[config.mk]
export PLATFORM = sky130hd
export DESIGN_NAME = crossfade_ramp
export DESIGN_NICKNAME = d
export VERILOG_FILES = /design/src/rtl/crossfade_ramp.sv
export SDC_FILE = /design/constraint.sdc
export NUM_CORES = 1
export LEC_CHECK = 0
export CORE_MARGIN = 2
export CORE_UTILIZATION = 55
export CTS_CLUSTER_DIAMETER = 50
export DETAILED_ROUTE_END_ITERATION = 8
export PLACE_DENSITY = 0.86
export RECOVER_POWER = 25
export SYNTH_ARGS = -nofsm -noshare
export SYNTH_HDL_FRONTEND = slang
export SYNTH_SLANG_ARGS = --single-unit
export TNS_END_PERCENT = 50
[constraint.sdc]
create_clock -name clk_i -period 4.85 [get_ports clk_i]
set_clock_uncertainty 0.1 [all_clocks]
set_input_delay 0.485 -clock clk_i [delete_from_list [all_inputs] [get_ports clk_i]]
set_output_delay 0.485 -clock clk_i [all_outputs]
set_load 0.1 [all_outputs]
[src/rtl/crossfade_ramp.sv]
// crossfade_ramp
// Slews an 8-bit crossfader level toward a requested target, one LSB every
// TICK_DIV audio sample ticks. A three-state FSM (IDLE / UP / DOWN) tracks
// whether a ramp is active and in which direction. busy_o is high while ramping,
// and done_o pulses for one cycle when a ramp finishes on its own.
//
// Optional build feature: define CROSSFADE_RAMP_SNAP_EN to add the snap_i input.
// When snap_i and target_valid_i are both high, the level jumps straight to
// target_i. No ramp follows and done_o does not pulse. The default build (macro
// undefined) has no snap_i port, and every target ramps.
//
// TICK_DIV legal range: 1..256. INIT_LEVEL is the level and target after reset.

module crossfade_ramp #(
    parameter int TICK_DIV   = 16,
    parameter int INIT_LEVEL = 128
) (
    input  logic       clk_i,
    input  logic       srst_i,
    input  logic       sample_tick_i,
    input  logic [7:0] target_i,
`ifdef CROSSFADE_RAMP_SNAP_EN
    input  logic       snap_i,
`endif
    input  logic       target_valid_i,
    output logic [7:0] level_o,
    output logic       busy_o,
    output logic       done_o
);

    // ------------------------------------------------------------------
    // Constants
    // ------------------------------------------------------------------
    // The divider needs at least one bit, even when TICK_DIV is 1.
    localparam int CNT_W = (TICK_DIV > 1) ? $clog2(TICK_DIV) : 1;
    localparam logic [CNT_W-1:0] CNT_MAX  = CNT_W'(TICK_DIV - 1);
    localparam logic [CNT_W-1:0] CNT_ZERO = '0;
    localparam logic [CNT_W-1:0] CNT_ONE  = CNT_W'(1);
    localparam logic [7:0]       INIT_L   = 8'(INIT_LEVEL);
    localparam logic [7:0]       LEVEL_MAX = 8'hFF;
    localparam logic [7:0]       LEVEL_MIN = 8'h00;

    // FSM state encoding
    localparam logic [1:0] IDLE = 2'd0;
    localparam logic [1:0] UP   = 2'd1;
    localparam logic [1:0] DOWN = 2'd2;

    // ------------------------------------------------------------------
    // State
    // ------------------------------------------------------------------
    logic [1:0]       state_reg,  state_next;
    logic [7:0]       level_reg,  level_next;
    logic [7:0]       target_reg, target_next;
    logic [CNT_W-1:0] cnt_reg,    cnt_next;
    logic             busy_reg,   busy_next;
    logic             done_reg,   done_next;

    // ------------------------------------------------------------------
    // Decode helpers
    // ------------------------------------------------------------------
    logic       target_above;   // registered target is above the level
    logic       target_below;   // registered target is below the level
    logic       at_target;      // level has reached the registered target
    logic       ramping;        // FSM is in UP or DOWN
    logic       step_due;       // this tick completes a divider period
    logic       snap_load;      // immediate load requested this cycle
    logic [7:0] level_inc;      // level + 1, held at full scale
    logic [7:0] level_dec;      // level - 1, held at zero

    // Comparisons always use the registered target, so a new target_i
    // takes effect from the cycle after it is accepted.
    assign target_above = (target_reg > level_reg);
    assign target_below = (target_reg < level_reg);
    assign at_target    = (target_reg == level_reg);
    assign ramping      = (state_reg == UP) || (state_reg == DOWN);
    assign step_due     = sample_tick_i && (cnt_reg == CNT_MAX);

`ifdef CROSSFADE_RAMP_SNAP_EN
    assign snap_load = snap_i && target_valid_i;
`else
    assign snap_load = 1'b0;
`endif

    // Saturating neighbours of the current level. The level can never wrap.
    assign level_inc = (level_reg == LEVEL_MAX) ? LEVEL_MAX : (level_reg + 8'd1);
    assign level_dec = (level_reg == LEVEL_MIN) ? LEVEL_MIN : (level_reg - 8'd1);

    // ------------------------------------------------------------------
    // Target register: accept target_i on every valid cycle, no backpressure
    // ------------------------------------------------------------------
    always_comb begin
        target_next = target_reg;
        if (target_valid_i) begin
            target_next = target_i;
        end
    end

    // ------------------------------------------------------------------
    // FSM, divider counter and level stepping
    // ------------------------------------------------------------------
    always_comb begin
        state_next = state_reg;
        cnt_next   = cnt_reg;
        level_next = level_reg;

        case (state_reg)
            IDLE: begin
                // The divider stays clear while idle. Ticks are ignored here.
                cnt_next = CNT_ZERO;
                if (target_above) begin
                    state_next = UP;
                end else if (target_below) begin
                    state_next = DOWN;
                end
            end

            UP, DOWN: begin
                if (at_target) begin
                    // Ramp finished: return to idle with a fresh divider.
                    state_next = IDLE;
                    cnt_next   = CNT_ZERO;
                end else begin
                    // The direction follows the registered target, so a
                    // target on the other side of the level reverses the ramp
                    // at once. The divider phase is kept across the reversal.
                    state_next = target_above ? UP : DOWN;
                    if (sample_tick_i) begin
                        if (step_due) begin
                            cnt_next   = CNT_ZERO;
                            level_next = target_above ? level_inc : level_dec;
                        end else begin
                            cnt_next = cnt_reg + CNT_ONE;
                        end
                    end
                end
            end

            default: begin
                // Unreachable encoding: recover to a clean idle state.
                state_next = IDLE;
                cnt_next   = CNT_ZERO;
            end
        endcase

        // A snap load overrides the ramp completely. The level jumps to the
        // new target and the FSM parks in IDLE.
        if (snap_load) begin
            state_next = IDLE;
            cnt_next   = CNT_ZERO;
            level_next = target_i;
        end
    end

    // ------------------------------------------------------------------
    // Status flags, registered alongside the state
    // ------------------------------------------------------------------
    always_comb begin
        busy_next = (state_next != IDLE);
        // done_o marks only a ramp that finished on its own. A snap load
        // forces IDLE as well, but it does not count as a completion.
        done_next = ramping && (state_next == IDLE) && !snap_load;
    end

    // ------------------------------------------------------------------
    // Registers: reset takes priority over every other input
    // ------------------------------------------------------------------
    always_ff @(posedge clk_i) begin
        if (srst_i) begin
            state_reg  <= IDLE;
            level_reg  <= INIT_L;
            target_reg <= INIT_L;
            cnt_reg    <= CNT_ZERO;
            busy_reg   <= 1'b0;
            done_reg   <= 1'b0;
        end else begin
            state_reg  <= state_next;
            level_reg  <= level_next;
            target_reg <= target_next;
            cnt_reg    <= cnt_next;
            busy_reg   <= busy_next;
            done_reg   <= done_next;
        end
    end

    // ------------------------------------------------------------------
    // Outputs
    // ------------------------------------------------------------------
    assign level_o = level_reg;
    assign busy_o  = busy_reg;
    assign done_o  = done_reg;

endmodule

* Word level (Yosys, flattened, before mapping)
Cells that the tools add are included.
** Storage, ports and cells
- Bits in registers :: 24
- Input bits :: 12
- Output and inout port bits :: 10
- Logic and storage cells :: 37
** Operators by class
- $add $sub $neg :: 3
- $lt $le $gt $ge :: 2
- Eq/ne operators :: 5
- Mux-type cells :: 9
- Bitwise operators :: 2
- Reductions and logical operators :: 10
** Operators with widths (count)
- 8-bit two-way mux :: 3
- 8-bit by 1-bit adder with 8-bit output, second input constant :: 1
- 8-bit equality test :: 1
- 8-bit equality test, second input constant :: 1
- 8-bit greater-than comparator :: 1
- 8-bit zero test :: 1
- 8-bit < comparator :: 1
- 2-bit two-way mux :: 4
- 8-bit by 1-bit subtractor with 8-bit output, second input constant :: 1
- 4-bit by 1-bit adder with 4-bit output, second input constant :: 1
- 4-bit equality test, second input constant :: 1
- 2-bit zero test :: 2
- 4-bit two-way mux :: 1
- 2-bit one-hot mux with 2 select lines :: 1
- 4-bit AND reduction :: 1
- 3-bit OR reduction :: 1
- 2-bit by 1-bit equality test with 1-bit output, second input constant :: 1
- 2-bit equality test, second input constant :: 1
- 1-bit logical AND :: 2
- 1-bit inverter :: 2
- 2-bit nonzero test :: 1
- 2-bit OR reduction :: 1
- 1-bit logical OR :: 1

* Longest topological paths before layout
Gate-level depths: netlist (run 1).
- Depth after elaboration :: 6
- Depth in mapped cells :: 10
- Gate-level depth less buffers :: 8

* Worst setup path after synthesis (run 1)
Ideal clock, no wire load.
- Kind :: register to register
- Start :: register level_reg[5], in the netlist level_o[5]
- End :: register level_reg[0], in the netlist level_o[0]
- Library setup time :: 0.118 ns
- Arrival :: 2.739 ns
- Required time :: 4.632 ns
- Slack :: 1.893 ns
- Cell stages (with the launch flop) :: 9
- Buffers on the path :: 1
- Clock period less this slack :: 2.957 ns
- Cell sequence :: dfxtp_1 inv_1 ha_1 nand4_2 nor2_4 nor3b_2 buf_2 o311ai_0 o211a_1
** Between the ends
- Longest elaborated chain between the ends :: 3
- Elaborated cells on any way between the ends :: 9
- Those cells by class :: 1 x order compare; 2 x eq/ne; 3 x mux; 1 x bitwise; 2 x reduce/logical
** RTL lines
- start, declared :: line 52 : logic [7:0] level_reg, level_next;
- start signal, assigned :: line 177 : level_reg <= level_next;
- parallel branches: the longest is 3 deep, another holds 8-bit greater-than comparator
Parallel ways; which one is timed is not known.
A chain may end at the register's enable or synchronous reset.

* Final worst setup path (run 1)
- Start :: register level_reg[3], in the netlist level_o[3]
- End :: register level_reg[0], in the netlist level_o[0]
Same word-level chain as after synthesis.

==> metrics list, run 1 <==
* Status: complete, no violations
- The root buffer cell chosen for the clock tree is sky130_fd_sc_hd__clkbuf_4.
* CTS sink cnt: 24
- Post-Place Setup Slack: 2.153 ns
- The first global-routing pass estimated around 6500 um of wire.
- At the pin with the least slew margin, the transition time is roughly 0.99 ns.
- Nets@finish: 232
- At the worst endpoint, the required time is roughly 5.0 ns.
- Final Hold Viols: 0
* Capture point of the worst reg-to-reg path: level_o[0]
- In this run the cell area measured after placement is 1831 um2.
- Pleak: 0.7299 nW
- The initial antenna violation count came to 0.
- Summing the sequential cell areas from Yosys gives between 20% and 30% of the chip area.
- RR Startpoint: level_o[3]
* Distinct cell type count of the synthesized netlist: 60
- In this run the worst path has a maximum fanout of 16.
- The tightest min-delay check is of the reg2reg type.
- # hold bufs at CTS: 0
- Summing every instance area after synthesis gives 1634 um2.
- RSZ-0062 raised after global routing: false
- Entering global routing, the biggest net connects 17 pins.
* Post-Route WL: 3786 um
- The via count of the first global-routing pass came to around 1.4k.
- Once detailed placement completed, the half-perimeter wirelength came to just under 3000 um.
* Endpoint of the worst hold-timing path: cnt_reg[3]
* Mean Syn Cell Area: 8.738 um2
* Count of input and output buffers: 21
* Maximum level of the CTS H-tree: 1
- Buffer depth of the longest clock path: 2
- For this run, the top clock speed supported by timing is approximately 360 MHz.
- Worst-case vdd ir drop: between 300 and 400 uV
- Overall die height: 58.51 um
* Sort of element at the end of the critical path: register
* Worst setup path class: reg2reg
- Cells after Synth: between 150 and 200
* Worst-case reg-to-reg path depth: 7
- The detailed router finished its first iteration with between 80 and 90 violations.
* Gpl congestion: 0.9787
- Post-CTS setup buffer count: 0
- Of the cells placed in the final design, the portion with a size suffix greater than 1 is a little over a tenth.
* CP arrival: 2.94 ns
- The worst hold path was traced through 2 stages.
* Total routing resource utilization after global routing: ~24%
- Number of placement rows: 19
- Sequential standard cell area: around 480 um2
- Summing all multi-input logic gate instances after layout gives between 1000 and 1500 um2.
* Total placed cells including tap cells: approximately 230
- CORE AREA: between 2000 and 3000 um2
- In the synthesized netlist the async set-or-reset flop fraction comes to 0%.
* Initial core utilization: roughly 60%
- TritonCTS built the clock tree.
- Primary FF master, synth: sky130_fd_sc_hd__dfxtp_1
* FF+latch count, synth: 24
- At the later pin of the worst-skew pair, clock insertion delay measures between 0.3 and 0.4 ns.
- Routed wirelength normalized by instance count: ~16 um
* Final Max Tran Viols: 0
- 22 I/O pins were placed.
- The pre-antenna-repair detailed-routing pass consisted of 4 iterations.
- The Yosys step of the flow raised 0 warnings.
- For this run, the number of standard cells in the final layout without fillers is around 240.
- Number of design rule violations left after detail routing: 0
- Measured along the x axis, the die boundary spans 58.51 um.
- Worst hold slack: between 0.4 and 0.5 ns
- The filler cells instantiated in the layout total 220.
* Area grow syn2layout: 15.24%
* Worst setup margin: approximately 2 ns
- Worst hold path startpoint: cnt_reg[3]
* Post-route core utilization: 67.70%
- Shortest period the worst path allows: about 2.8 ns
- Setup-violating endpoint count in the final report: 0
- Largest cells by area after synthesis: sky130_fd_sc_hd__dfxtp_1, sky130_fd_sc_hd__ha_1, sky130_fd_sc_hd__mux2i_1
- Across all layers, the routed design uses 1511 vias.
- Using the TritonRoute via totals, the vias-per-cell ratio works out to 6.376.
- In this run, post-CTS repair resized a total of 0 instances.
* Number of buffers created by CTS: 3
* Post-synth top area share: about 29%
* Grt ovf: 0
- Synthesis produced a netlist with a net count of 212.
- Adding up every negative setup slack in the final design gives 0 ns.
* Worst slew margin relative to its limit: about a third
- Final Instance Area: around 1900 um2
- Max-Cap Viols: 0
* EDFF count, synth: 0
* Antenna diode instance count: 0
- Pwr per Cell Area: around 270 nW/um2
- Fin crit share: 57.76%
- The detail route stage leaves a number of antenna-violating nets equal to 0.
* Critical Path Start Type: register
- After clock tree synthesis, the clock-pin slew on the worst setup and hold paths is around 0.14 ns.
* Die area: ~3400 um2
- Summed over all instances, the cell type with the most area after synthesis is sky130_fd_sc_hd__dfxtp_1.
- Setup slack on the worst reg-to-reg path comes out at 2.05 ns.
- The design draws between 0.5 and 0.6 mW.
[worst max-delay path, cell delays in order (launching register included)]
cell and delay, ns:
sky130_fd_sc_hd__dfxtp_1 0.54, sky130_fd_sc_hd__inv_1 0.14, sky130_fd_sc_hd__ha_1 0.37, sky130_fd_sc_hd__nand4_1 0.19
sky130_fd_sc_hd__nor2_4 0.08, sky130_fd_sc_hd__nor3b_2 0.78, sky130_fd_sc_hd__o311ai_0 0.31, sky130_fd_sc_hd__o211a_1 0.20
[cell families after synthesis]
kind of cell,Yosys count,share of synthesized area [%]
flops,24,29.40
compound gates,43,21.52
simple gates,73,23.43
buf+inv,18,5.972
mux,14,8.652
xor+xnor,2,1.072
fa+ha+maj,13,9.954
[synth_stat cells (2+ instances only)]
cell type	instances
sky130_fd_sc_hd__o21ai_0	4
sky130_fd_sc_hd__buf_2	2
sky130_fd_sc_hd__a21oi_1	6
sky130_fd_sc_hd__nor2_1	24
sky130_fd_sc_hd__nor2_4	2
sky130_fd_sc_hd__nand3_1	10
sky130_fd_sc_hd__nand4_1	3
sky130_fd_sc_hd__o211ai_1	2
sky130_fd_sc_hd__nand2_1	14
sky130_fd_sc_hd__nor3_1	3
sky130_fd_sc_hd__dfxtp_1	24
sky130_fd_sc_hd__ha_1	13
sky130_fd_sc_hd__a31oi_1	3
sky130_fd_sc_hd__inv_1	11
sky130_fd_sc_hd__nor2b_1	2
sky130_fd_sc_hd__o21ai_1	4
sky130_fd_sc_hd__or3_1	3
sky130_fd_sc_hd__a211oi_1	2
sky130_fd_sc_hd__mux2i_1	13
sky130_fd_sc_hd__a21oi_4	2
[layout make-up]
class	count	area share [%]
Timing Repair Buffer	21	11.16
Tap cell	31	2.060
Clock inverter	1	1.595
Inverter	12	2.392
Multi-Input combinational cell	145	56.08
Clock buffer	3	1.196
Sequential cell	24	25.51
[metal layers]
metal	global-route usage (%)	vias to the layer above	wire (um)
li1	-	722	-
met1	32.37	703	1620
met2	40.13	76	1843
met3	2.637	10	261
met4	8.970	0	61
met5	0	-	0
[power breakdown]
| group | switching, mW | leakage (nW) | total, mW | internal (mW) |
|---|---|---|---|---|
| Sequential | 0.00740 | 0.196 | 0.216 | 0.209 |
| Clock | 0.0644 | 0.0279 | 0.148 | 0.0836 |
| Combinational | 0.0953 | 0.506 | 0.153 | 0.0580 |
[cells in the final DEF, fill, tap and decap left out, types with 2 or more instances in the layout]
cell and n:
sky130_fd_sc_hd__ha_1 13, sky130_fd_sc_hd__o21ai_1 4, sky130_fd_sc_hd__a21oi_4 2, sky130_fd_sc_hd__inv_1 11, sky130_fd_sc_hd__o211ai_1 2, sky130_fd_sc_hd__clkbuf_4 3, sky130_fd_sc_hd__nor2_4 2, sky130_fd_sc_hd__nand2_1 14
sky130_fd_sc_hd__or3_1 3, sky130_fd_sc_hd__a211oi_1 2, sky130_fd_sc_hd__mux2i_1 13, sky130_fd_sc_hd__clkdlybuf4s50_1 19, sky130_fd_sc_hd__o21ai_0 4, sky130_fd_sc_hd__nor3_1 3, sky130_fd_sc_hd__dfxtp_1 24, sky130_fd_sc_hd__nand4_1 3
sky130_fd_sc_hd__nand3_1 10, sky130_fd_sc_hd__a21oi_1 6, sky130_fd_sc_hd__a31oi_1 3, sky130_fd_sc_hd__nor2_1 24, sky130_fd_sc_hd__dlygate4sd3_1 2, sky130_fd_sc_hd__nor2b_1 2
[how the worst max path moves through the flow]
stage               startpoint    endpoint  slack [ns]  cells past startpoint
floorplan           level_o[5]  level_o[0]        1.89                      8
global placement    level_o[4]  level_o[5]        2.23                      8
detailed placement  level_o[5]  level_o[0]        2.15                      7
CTS                 level_o[5]  level_o[0]        2.10                      7
global route        level_o[5]  level_o[5]        1.82                      8
finish              level_o[3]  level_o[0]        2.05                      7
(Power assumes the default switching activity.)
==> inputs of run 2 (changes only) <==
- CORE_UTILIZATION: 55 -> 54
- PLACE_DENSITY: 0.86 -> 0.85
- clock period: 4.85 -> 2.63 ns (I/O delays scaled with it)
==> run 2 against run 1 <==
Non-clock buffer count is 2 higher; sequential share of layout area increased by 0.53 points; clock-buffer cell count stayed put; setup slack worse by 1.8 ns; fmax up 18%; sequential power up 84%; critical endpoint is now level_o[4]; largest power group unchanged; highest routed layer unchanged.
==> metrics list, run 2 (synthesis results as in run 1) <==
- Final Hold Viols: 0 (unchanged)
* Count of input and output buffers: 21 (unchanged)
* Clock latency on the worst-skew pair: 0.32 ns (about the same)
- Worst hold path startpoint: target_reg[0]
- Sort of element at the end of the critical path: register
* WP data required: 2.77 ns (-2.22 ns)
- CORE AREA: 2805 um2 (+0.85%)
- Maximum number of pins on one net before global-route repair: 17 (unchanged)
* Share of cells above drive strength 1: 20.19% (+9.5 points)
- The H-tree level count came to 1 (unchanged).
* Worst-case vdd ir drop: 343.0 uV (-1.8%)
- Shortest period the worst path allows: 2.366 ns (-0.4354 ns)
* Non-filler cells, final: 239 (+0.84%)
- Worst hold-check path type: reg2reg
* Worst setup path class: reg2reg
- The total DRC errors in the routed layout came to 0 (unchanged).
- Hold-critical path depth: 2 (unchanged)
* Launch point of the critical path: level_o[5]
- The highest net fanout along the worst path is 7 (-9).
- Overall die height: 59.01 um (+0.86%)
* Status: complete, no violations
* Area grow syn2layout: 15.24% (unchanged)
* Final Total Pwr: 0.9554 mW (+85%)
- The number of vias after detailed routing came to 1514 (+0.20%).
- Nets@finish: 234 (+0.86%)
- Chain of cells forming the critical path: inv_1, ha_1, a211oi_2, nor2_1, nor2_4, a21oi_4, or3_1, a311oi_2
- Worst-case reg-to-reg path depth: 8 (+1)
- The count of max-cap constraint violations came to 0 (unchanged).
- The total clock sinks is 24 (unchanged).
* Worst-margin pin slew: 0.4430 ns (-0.5435 ns)
* Placement Cell Area: 1831 um2 (unchanged)
- The critical path data arrival time came to 2.51 ns (-0.43 ns).
- The starting density of the core was 58.25% (-0.50 points).
- The number of design-rule violations left by the first detailed-router iteration was 78 (-10%).
- Number of I/O pins: 22 (unchanged)
* Initial antenna violation count: 0 (unchanged)
- The final hold slack came to 0.4062 ns (-0.006935 ns).
* Slowest cell on the critical path: sky130_fd_sc_hd__dfxtp_2
* Total negative slack for setup checks: 0 ns (unchanged)
* Pleak: 0.7605 nW (+4.2%)
- STA classifies the critical path startpoint as a register.
- The top achievable clock speed was 422.7 MHz (+18%).
- Most frequent cells in the layout: sky130_fd_sc_hd__nor2_1, sky130_fd_sc_hd__dfxtp_1, sky130_fd_sc_hd__nand2_1
- Final Instance Area: 1883 um2 (unchanged)
- Final Max Tran Viols: 0 (unchanged)
- The x dimension of the die is 59.01 um (+0.86%).
- The met2 demand-to-capacity share in global routing came to 41.43% (+1.3 points).
- The post-CTS resize count came to 0 (unchanged).
- Antenna diode instance count: 0 (unchanged)
- The number of cell rows is 19 (unchanged).
* Via density per instance: 6.335 (-0.64%)
* Global routing usage on met1: 30.37% (-2.0 points)
- The global routing met3 resource utilization was 3.493% (+0.86 points).
* Die area: 3482 um2 (+1.7%)
- The via count of the first global-routing pass is 1381 (-2.9%).
* Post-Route WL: 3822 um (+0.95%)
* Number of buffers created by CTS: 3 (unchanged)
- The total power density per cell area was 507.4 nW/um2 (+85%).
* Fin crit share: 89.96% (+32 points)
* Reg clk slew, reported paths: 0.14 ns (about the same)
* HPWL Detailed: 2912 um (-0.59%)
- Total routing resource utilization after global routing: 23.93% (-0.24 points)
- Clock tree from TritonCTS: yes
- Setup-violating endpoint count in the final report: 0 (unchanged)
* Buffer depth of the longest clock path: 2 (unchanged)
- Worst slew margin relative to its limit: 70.37% (+36 points)
- # hold bufs at CTS: 0 (unchanged)
* RSZ-0062 raised after global routing: false
* Total placed cells including tap cells: 235 (+0.86%)
- Root buffer selected by CTS: sky130_fd_sc_hd__clkbuf_4
* Count of TritonRoute iterations in the first routing pass: 6 (+2)
* Global-route wire length before repair: 6375 um (-1.4%)
- Leaving out fill and tap cells, the most frequent cell in the layout is sky130_fd_sc_hd__nor2_1.
- The peak per-stage delay on the critical path was 0.42 ns (-0.36 ns).
- The number of antenna-violating nets in the routed design was 0 (unchanged).
- Routed wirelength normalized by instance count: 15.99 um (+0.11%)
- Post-CTS setup buffer count: 0 (unchanged)
- The total congestion overflow was 0 (unchanged).
- In this run the critical register-to-register path is launched from level_o[5].
- The layer flagged by global routing as most heavily used is met2.
* Gpl congestion: 0.9707 (-0.82%)
==> run 2: where the power goes <==
group          internal, mW  total [mW]  switching (mW)
clock network         0.154       0.272           0.118
registers             0.385       0.398          0.0133
logic                 0.106       0.285           0.178
total                 0.646       0.955           0.310
==> run 2: worst max-delay path, delay by kind of cell (launching register included) <==
kind,cells,cell delay (ns)
fa+ha+maj,1,0.36
compound gates,3,0.59
flops,1,0.42
buf+inv,1,0.13
simple gates,3,0.69
==> run 2: layout make-up <==
| class | count | area (um2) |
|---|---|---|
| multi-input cells | 145 | 1056 |
| repair buffers | 23 | 200.2 |
| well taps | 31 | 38.79 |
| clock inverters | 1 | 30.03 |
| fillers | 234 | 922.1 |
| inverters | 12 | 45.04 |
| clock buffers | 3 | 22.52 |
| flip-flops and latches | 24 | 490.5 |
==> run 2: worst paths after layout <==
kind                        end  slack (ns)
setup / recovery     level_o[4]        0.26
hold reg to reg   target_reg[0]        0.41
setup reg to reg     level_o[4]        0.26
hold / removal    target_reg[0]        0.41
==> run 2: through the flow <==
stage	setup slack [ns]	util (%)
floorplan	0.07768	-
global placement	0.3159	65.25
detailed placement	0.2865	65.25
CTS	0.2635	67.13
global route	0.1486	67.13
finish	0.2641	67.13
==> run 2: layer usage <==
metal,wire [um],vias up
met2,1872,92
li1,-,729
met4,62,0
met1,1566,683
met5,0,-
met3,320,10
